**config.mk**
```make
export PLATFORM = sky130hd
export DESIGN_NAME = radio_pll_sequencer
export DESIGN_NICKNAME = d
export VERILOG_FILES = /design/src/rtl/radio_pll_sequencer.sv
export SDC_FILE = /design/constraint.sdc
export NUM_CORES = 1
export LEC_CHECK = 0
export CORE_ASPECT_RATIO = 1.75
export CORE_MARGIN = 10
export CORE_UTILIZATION = 50
export CTS_CLUSTER_DIAMETER = 40
export CTS_CLUSTER_SIZE = 30
export DETAILED_ROUTE_END_ITERATION = 12
export PLACE_DENSITY = 0.68
export SYNTH_ARGS = -nofsm -noshare
export SYNTH_HDL_FRONTEND = slang
export SYNTH_SLANG_ARGS = --single-unit
```
**constraint.sdc**
```tcl
create_clock -name clk -period 3.4 [get_ports clk]
set_input_delay 0.68 -clock clk [delete_from_list [all_inputs] [get_ports clk]]
set_output_delay 0.68 -clock clk [all_outputs]
set_load 0.03 [all_outputs]
```
**src/rtl/radio_pll_sequencer.sv**
```systemverilog
// radio_pll_sequencer: sequences PLL power-up and settle, RX/TX chain turnaround
// and PLL ramp-down for the radio front end.
module radio_pll_sequencer #(
    parameter int SIZE_T_ARSTFS = 8,
    parameter int PRESCALE      = 16,
    parameter int TURNAROUND    = 4,
    parameter int RAMPDOWN      = 8
) (
    input  logic                     clk,
    input  logic                     rstN,
    input  logic                     radioEnable,
    input  logic                     radioRxEn,
    input  logic [SIZE_T_ARSTFS-1:0] tArstFs,
    output logic                     pllEnable,
    output logic                     pllSettled,
    output logic                     rxChainEn,
    output logic                     txChainEn,
    output logic                     busy
);
    localparam int SETTLE_W = $clog2((2 ** SIZE_T_ARSTFS) * PRESCALE + 1);
    localparam int DLY_MAX  = (TURNAROUND > RAMPDOWN) ? TURNAROUND : RAMPDOWN;
    localparam int DLY_W    = $clog2(DLY_MAX + 1);
    localparam int CW       = (SETTLE_W > DLY_W) ? SETTLE_W : DLY_W;
    localparam logic [CW-1:0] TURN_LD = CW'(TURNAROUND - 1);
    localparam logic [CW-1:0] RAMP_LD = CW'(RAMPDOWN - 1);

    typedef enum logic [2:0] {IDLE, PLL_UP, SETTLED, TURN, RAMP_DOWN} state_t;

    state_t        r_state;
    logic [CW-1:0] r_cnt;
    logic          r_rdy;
    logic          r_rx;
    logic          r_pll_en;
    logic          r_settled;
    logic          r_rx_en;
    logic          r_tx_en;
    logic          r_busy;
    logic [CW-1:0] w_settle_ld;
    logic          w_drop;

    assign w_settle_ld = CW'((32'(tArstFs) + 32'd1) * 32'(PRESCALE) - 32'd1);
    assign w_drop      = !radioEnable && (r_state == PLL_UP || r_state == SETTLED || r_state == TURN);

    assign pllEnable  = r_pll_en;
    assign pllSettled = r_settled;
    assign rxChainEn  = r_rx_en;
    assign txChainEn  = r_tx_en;
    assign busy       = r_busy;

    // r_rdy holds the FSM for one edge after reset release so no transition
    // can happen on the first edge.
    always_ff @(posedge clk or negedge rstN) begin
        if (!rstN) begin
            r_state   <= IDLE;
            r_cnt     <= '0;
            r_rdy     <= 1'b0;
            r_rx      <= 1'b0;
            r_pll_en  <= 1'b0;
            r_settled <= 1'b0;
            r_rx_en   <= 1'b0;
            r_tx_en   <= 1'b0;
            r_busy    <= 1'b0;
        end else begin
            r_rdy <= 1'b1;
            if (r_rdy) begin
                if (w_drop) begin
                    r_state   <= RAMP_DOWN;
                    r_cnt     <= RAMP_LD;
                    r_settled <= 1'b0;
                    r_rx_en   <= 1'b0;
                    r_tx_en   <= 1'b0;
                end else begin
                    case (r_state)
                        IDLE: if (radioEnable) begin
                            r_state  <= PLL_UP;
                            r_cnt    <= w_settle_ld;
                            r_pll_en <= 1'b1;
                            r_busy   <= 1'b1;
                        end
                        PLL_UP, TURN: if (r_cnt == '0) begin
                            r_state   <= SETTLED;
                            r_settled <= 1'b1;
                            r_rx      <= radioRxEn;
                            r_rx_en   <= radioRxEn;
                            r_tx_en   <= !radioRxEn;
                        end else begin
                            r_cnt <= r_cnt - 1'b1;
                        end
                        SETTLED: if (radioRxEn != r_rx) begin
                            r_state <= TURN;
                            r_cnt   <= TURN_LD;
                            r_rx_en <= 1'b0;
                            r_tx_en <= 1'b0;
                        end
                        RAMP_DOWN: if (r_cnt == '0) begin
                            r_state  <= IDLE;
                            r_pll_en <= 1'b0;
                            r_busy   <= 1'b0;
                        end else begin
                            r_cnt <= r_cnt - 1'b1;
                        end
                        default: r_state <= IDLE;
                    endcase
                end
            end
        end
    end
endmodule

```
==> summary.md, run 1 <==
| Metric | Value |
|---|---|
| WL per Instance | 16.4 um |
| Initial antenna violation count | 0 |
| Root Buffer | clkbuf_8 |
| Sequential cell area fraction in the yosys report | 30.8% |
| Worst R2R End | r_cnt[10] |
| First-pass GRT wire length | 7760 um |
| Post-Synth Adder-Cell Area | 2.80% |
| Most frequent cells in the layout | dfrtp_1, nor2_1, clkdlybuf4s50_1, nand2_1, nor3_1 |
| Total Power Consumption | 0.00130 W |
| GR Overflow Total | 0 |
| Final setup fails | 0 |
| Layout area overhead | 11.8% |
| Worst-path fanout max | 9 |
| Buffers on Ports | 16 |
| Final critical-path setup slack | 0.781 ns |
| DRT iter0 DRCs | 59 |
| Worst-Skew Late Latency | 0.27 ns |
| Worst-margin pin slew | 1.01 ns |
| Nets@finish | 237 |
| Mapped Avg Cell Area | 8.42 um2 |
| GRT Util Overall | 14.4% |
| Hold Path Origin | txChainEn |
| Reg2reg start | r_cnt[0] |
| Critical Path AT | 2.76 ns |
| Initial Utilization | 52.5% |
| Post-Synth Simple-Gate Area | 27.4% |
| I/O pin total | 17 |
| Post-cts sizing count | 0 |
| Post-synth ARST share | 100% |
| Mapped Cells | 212 |
| Post-synth EDFFs | 0 |
| RSZ-0062 raised after global routing | false |
| Crit Path Category | in -> reg |
| Fmax | 382 MHz |
| Status | finished clean |
| R2R setup slack | 1.06 ns |
| Hold crit path type | reg -> reg |
| # Max-Cap Violations | 0 |
| ANT nets after route | 0 |
| Final core utilization | 58.7% |
| Worst vdd ir | 469 uV |
| Hold buffers post-CTS | 0 |
| Req. time, crit path | 3.54 ns |
| N_diodes | 0 |
| Routed vias | 1638 |
| Combinational share of power | 45.2% |
| Fraction of layout cells with a size suffix above 1 | 7.73% |
| Top_reg_cell synth | dfrtp_1 |
| Tmin final | 2.62 ns |
| Area occupied by multi-input gates | 0.00110 mm2 |
| Setup bufs post-CTS | 0 |
| Post-synth design cell area | 0.00179 mm2 |
| Largest family of logic cells by synthesized area | simple AND/OR/NAND/NOR gates |
| Register area | 551 um2 |
| Reg2Reg Depth | 7 |
| Die Width | 65.2 um |
| Post-synthesis xor/xnor area fraction | 3.92% |
| CP startpoint kind | input port |
| Fillcell total | 330 |
| CTS tree | done |
| Internal | 0.000731 W |
| Post-synth top area share | 30.8% |
| Sw frac | 43.6% |
| Clk pwr share | 18.9% |
| Post-synth cell types | 64 |
| Die ar. | 0.00646 mm2 |
| DRC violation count after routing | 0 |
| DP Wirelength | 3460 um |
| H-tree depth | 1 |
| Gp weighted congestion | 0.852 |
| Fin crit share | 77.0% |
| Final TNS setup | 0 ns |
| Syn_nets | 228 |
| Endpoint, Worst Hold | txChainEn |
| Flop and latch count out of synthesis | 22 |
| Pwr Density | 650 mW/mm2 |
| Pleak | 0.808 nW |
| Pre-CTS WS | 0.519 ns |
| Worst hold slack | 0.488 ns |
| Vias in the first global route | 1752 |
| CP endpoint kind | register |
| CTS Buf Count | 3 |
| Sequential Power Share | 35.9% |
| Largest net degree at the start of global routing | 23 |
| Slew headroom | 32.2% |
| Core area | 0.00340 mm2 |
| Warnings from Yosys | 0 |
| FP Rows | 28 |
| Clock sink total | 22 |
| Die Y-Extent | 99.1 um |
| Leading area contributor after synthesis | dfrtp_1 |
| Max clock buf depth | 2 |
| Top post-synthesis cells by area | dfrtp_1, nor2_1, nor3_1 |
| Via density | 6.18 |
| WL final | 4350 um |
| Worst-path clk slew | 0.08 ns |
| Commonest non-fill, non-tap cell in the layout | dfrtp_1 |
| Net Sw Power | 0.000566 W |
| Max-slew violations | 0 |
| Synth Area in Compound Gates | 25.7% |
| Clock Skew | 0.00707 ns |
| Post-synthesis mux area share | 1.82% |
| Final Hold Viols | 0 |
| Initial DRT Pass Iterations | 4 |
| Hold depth | 1 |
-- layer usage --
metal	vias up	track usage (%)	wire length (um)
li1	807	-	-
met1	785	15.2	1740
met2	33	26.0	2390
met3	13	2.15	98
met4	0	7.78	124
met5	-	0	0
-- worst max-delay path by stage --
stage | startpoint | to | slack (ns) | cells past startpoint
floorplan | tArstFs[0] | r_cnt[9] | 1.25 | 7
detailed placement | tArstFs[0] | r_cnt[11] | 0.52 | 7
global route | tArstFs[0] | r_cnt[11] | 0.49 | 7
finish | tArstFs[0] | r_cnt[11] | 0.78 | 7
global placement | tArstFs[0] | r_cnt[11] | 0.55 | 7
CTS | tArstFs[0] | r_cnt[11] | 0.79 | 7
-- flip-flops by register name (all words and copies together), names as in the netlist --
register,count
r_rx,1
r_state,3
busy,1
r_rdy,1
pllSettled,1
txChainEn,1
r_cnt,13
rxChainEn,1
-- power groups by stage --
| stage | registers, W | logic [W] | clock network [W] |
|---|---|---|---|
| floorplan | 0.000449 | 0.000454 | 0 |
| global placement | 0.000463 | 0.000563 | 0 |
| detailed placement | 0.000468 | 0.000584 | 0 |
| CTS | 0.000464 | 0.000585 | 0.000253 |
| global route | 0.000484 | 0.000661 | 0.000257 |
| finish | 0.000466 | 0.000586 | 0.000245 |
-- metrics by stage --
stage               std cells  cell area [um2]
detailed placement        261             1920
floorplan                 212             1790
finish                    265             2000
global route              265             2000
CTS                       265             2000
global placement          261             1920
-- critical path, stage by stage --
cell             delay [ns]
clkdlybuf4s50_1        0.56
ha_1                   0.36
nor4b_1                0.31
mux2i_1                0.16
a2111oi_2              0.41
xnor2_1                0.16
o221ai_1               0.12
-- cell usage after synthesis, types with 2 or more instances --
master,number
dfrtp_1,22
buf_6,3
ha_1,4
a2111oi_0,2
inv_1,10
xor2_1,5
nand4_1,2
buf_4,3
xnor2_1,3
nand2_1,13
nor2_1,18
and4_1,2
a31oi_1,7
or2_1,2
nor3_1,11
nor3b_1,3
clkbuf_1,3
o21ai_1,10
and2_1,3
o21ai_0,7
a21oi_1,10
buf_2,5
o31ai_1,3
o211ai_1,2
nand3_1,9
mux2_2,2
and3_1,4
nor2b_1,3
nor4_1,3
o2111a_1,2
a221o_1,2
o21a_1,2
-- layout make-up --
class | instances | share of cell area, %
clock buffer | 3 | 2.07
clock inverter | 1 | 1.50
inverter | 10 | 1.88
multi-input combinational | 166 | 55.4
sequential | 22 | 27.6
tap | 45 | 2.82
timing repair buffer | 18 | 8.78
-- kinds of logic (layout without fill, tap and decap cells) --
kind of cell    Yosys count  after routing
other cells               1              1
xor+xnor                  8              8
buf+inv                  24             32
flops                    22             22
simple gates             86             86
compound gates           64             64
fa+ha+maj                 4              4
mux                       3              3
Note: power is estimated with default switching activity, not from simulation.
==> run 2, diff against run 1 <==
PLACE_DENSITY = 0.71   (was 0.68)
clock period = 2.4 ns   (was 3.4 ns; I/O delays follow)
==> summary.md, run 2 (synthesized netlist as in run 1, its figures left out) <==
| Metric | Value |
|---|---|
| Status | finished clean (unchanged) |
| Core area | 0.00340 mm2 (unchanged) |
| Reg2reg start | r_cnt[0] (unchanged) |
| CP endpoint kind | register (unchanged) |
| Final Cell Area | 0.00216 mm2 (was 0.00200 mm2) |
| WL final | 4760 um (was 4350 um) |
| CP startpoint kind | input port (unchanged) |
| Worst-path fanout max | 5 (was 9) |
| Gp weighted congestion | 0.894 (was 0.852) |
| WL per Instance | 16.6 um (was 16.4 um) |
| # Max-Cap Violations | 0 (unchanged) |
| GR Overflow Total | 0 (unchanged) |
| Routed vias | 1766 (was 1638) |
| Max-slew violations | 0 (unchanged) |
| Most frequent cells in the layout | buf_4, dfrtp_1, nor2_1, clkdlybuf4s50_1, nand2_1 (was dfrtp_1, nor2_1, clkdlybuf4s50_1, nand2_1, nor3_1) |
| DRC violation count after routing | 0 (unchanged) |
| Crit Path Category | in -> reg (unchanged) |
| Pwr Density | 879 mW/mm2 (was 650 mW/mm2) |
| Worst R2R End | r_cnt[3] (was r_cnt[10]) |
| Final critical-path setup slack | 0.196 ns (was 0.781 ns) |
| Die Y-Extent | 99.1 um (unchanged) |
| CTS tree | done (unchanged) |
| Vias in the first global route | 1833 (was 1752) |
| Root Buffer | clkbuf_8 (unchanged) |
| First-pass GRT wire length | 7970 um (was 7760 um) |
| Setup bufs post-CTS | 0 (unchanged) |
| CP Cell Sequence | clkdlybuf4s50_1 > ha_1 > nor4b_1 > mux2i_1 > a2111oi_2 > xnor2_1 > o221ai_1 (unchanged) |
| Worst-Skew Late Latency | 0.26 ns (was 0.27 ns) |
| Largest registers | r_cnt x13, r_state x3 (unchanged) |
| ANT nets after route | 0 (unchanged) |
| Hold Path Origin | txChainEn (unchanged) |
| Final setup fails | 0 (unchanged) |
| Worst-path clk slew | 0.08 ns (about the same) |
| FP Rows | 28 (unchanged) |
| GRT Util Overall | 15.2% (was 14.4%) |
| Max clock buf depth | 2 (unchanged) |
| Via density | 6.15 (was 6.18) |
| Pre-CTS WS | -0.0753 ns (was 0.519 ns) |
| Most flops, register | r_cnt (unchanged) |
| Fmax | 454 MHz |
| Nets@finish | 259 (was 237) |
| Final Hold Viols | 0 (unchanged) |
| Crit path max-delay cell type | clkdlybuf4s50_1 (unchanged) |
| Pleak | 0.917 nW (was 0.808 nW) |
| Max reg flops | 13 (unchanged) |
| Largest net degree at the start of global routing | 23 (unchanged) |
| Post-cts sizing count | 0 (unchanged) |
| RSZ-0062 raised after global routing | false (unchanged) |
| DP Wirelength | 3880 um (was 3460 um) |
| Critical Path AT | 2.33 ns (was 2.76 ns) |
| Placed Area | 0.00209 mm2 (was 0.00192 mm2) |
| Buffers on Ports | 16 (unchanged) |
| Hold depth | 1 (unchanged) |
| Initial Utilization | 52.5% (unchanged) |
| CTS Buf Count | 3 (unchanged) |
| Clock Skew | 0.00452 ns (was 0.00707 ns) |
| Layout area overhead | 21.0% (was 11.8%) |
| Initial antenna violation count | 0 (unchanged) |
| Die ar. | 0.00646 mm2 (unchanged) |
| Commonest non-fill, non-tap cell in the layout | buf_4 (was dfrtp_1) |
| Delay-heaviest family, CP | compound AO/OA/AOI/OAI gates (was buffers and inverters) |
| Die Width | 65.2 um (unchanged) |
| DRT iter0 DRCs | 78 (was 59) |
| Worst vdd ir | 402 uV (was 469 uV) |
| Hold crit path type | reg -> reg (unchanged) |
| CP peak stage delay | 0.47 ns (was 0.56 ns) |
| Tmin final | 2.20 ns |
| Endpoint, Worst Hold | txChainEn (unchanged) |
| Fraction of layout cells with a size suffix above 1 | 16.1% (was 7.73%) |
| Clock sink total | 22 (unchanged) |
| R2R setup slack | 0.23 ns (was 1.06 ns) |
| Worst hold slack | 0.478 ns (was 0.488 ns) |
| Initial DRT Pass Iterations | 4 (unchanged) |
| Fin crit share | 91.8% |
| Buf/Inv on CP | 1 (unchanged) |
| I/O pin total | 17 (unchanged) |
| Reg2Reg Depth | 8 (was 7) |
| H-tree depth | 1 (unchanged) |
| Req. time, crit path | 2.53 ns (was 3.54 ns) |
| Hold buffers post-CTS | 0 (unchanged) |
| N_diodes | 0 (unchanged) |
## run 2: changes by cell type in the layout (fill, tap and decap cells not counted)
| cell | delta |
|---|---|
| buf_4 | +22 |
## run 2: where the power goes
part           switching, W  total [W]  internal, W
logic              0.000519   0.000893     0.000374
clock network      0.000123   0.000345     0.000223
registers          0.000174   0.000661     0.000487
## run 2: cell type report
type,instances,area [um2]
clock buffer,3,41.3
clock inverter,1,30.0
fill,317,1240
inverter,10,37.5
multi-input combinational,166,1100
sequential,22,551
tap,45,56.3
timing repair buffer,40,340
## run 2: metal layers
metal,wire [um],vias up,global-route usage (%)
li1,-,850,-
met2,2580,60,27.9
met1,1680,831,13.4
met3,221,25,2.95
met5,0,-,0
met4,280,0,12.6
## run 2: how the worst max path moves through the flow
| stage | start | end | cells past startpoint |
|---|---|---|---|
| 6_report | tArstFs[0] | r_cnt[11] | 7 |
| 5_1_grt | tArstFs[0] | r_cnt[11] | 7 |
| 4_1_cts | tArstFs[0] | r_cnt[11] | 8 |
| 3_5_place_dp | tArstFs[0] | r_cnt[11] | 8 |
| 3_3_place_gp | tArstFs[0] | r_cnt[11] | 7 |
| 2_1_floorplan | tArstFs[0] | r_cnt[9] | 7 |
## run 2: metrics by stage
stage | total power (W) | setup TNS (ns) | utilization, % | std cells
floorplan | 0.00128 | 0 | - | 212
global placement | 0.00150 | -0.0202 | 61.5 | 283
detailed placement | 0.00155 | -0.104 | 61.5 | 283
CTS | 0.00190 | 0 | 63.6 | 287
global route | 0.00203 | 0 | 63.6 | 287
finish | 0.00190 | 0 | 63.6 | 287
==> run 3, diff against run 2 <==
TNS_END_PERCENT = 1   (was unset)
==> results of run 3 <==
The final DEF is identical to that of run 2; final timing and power are the same.
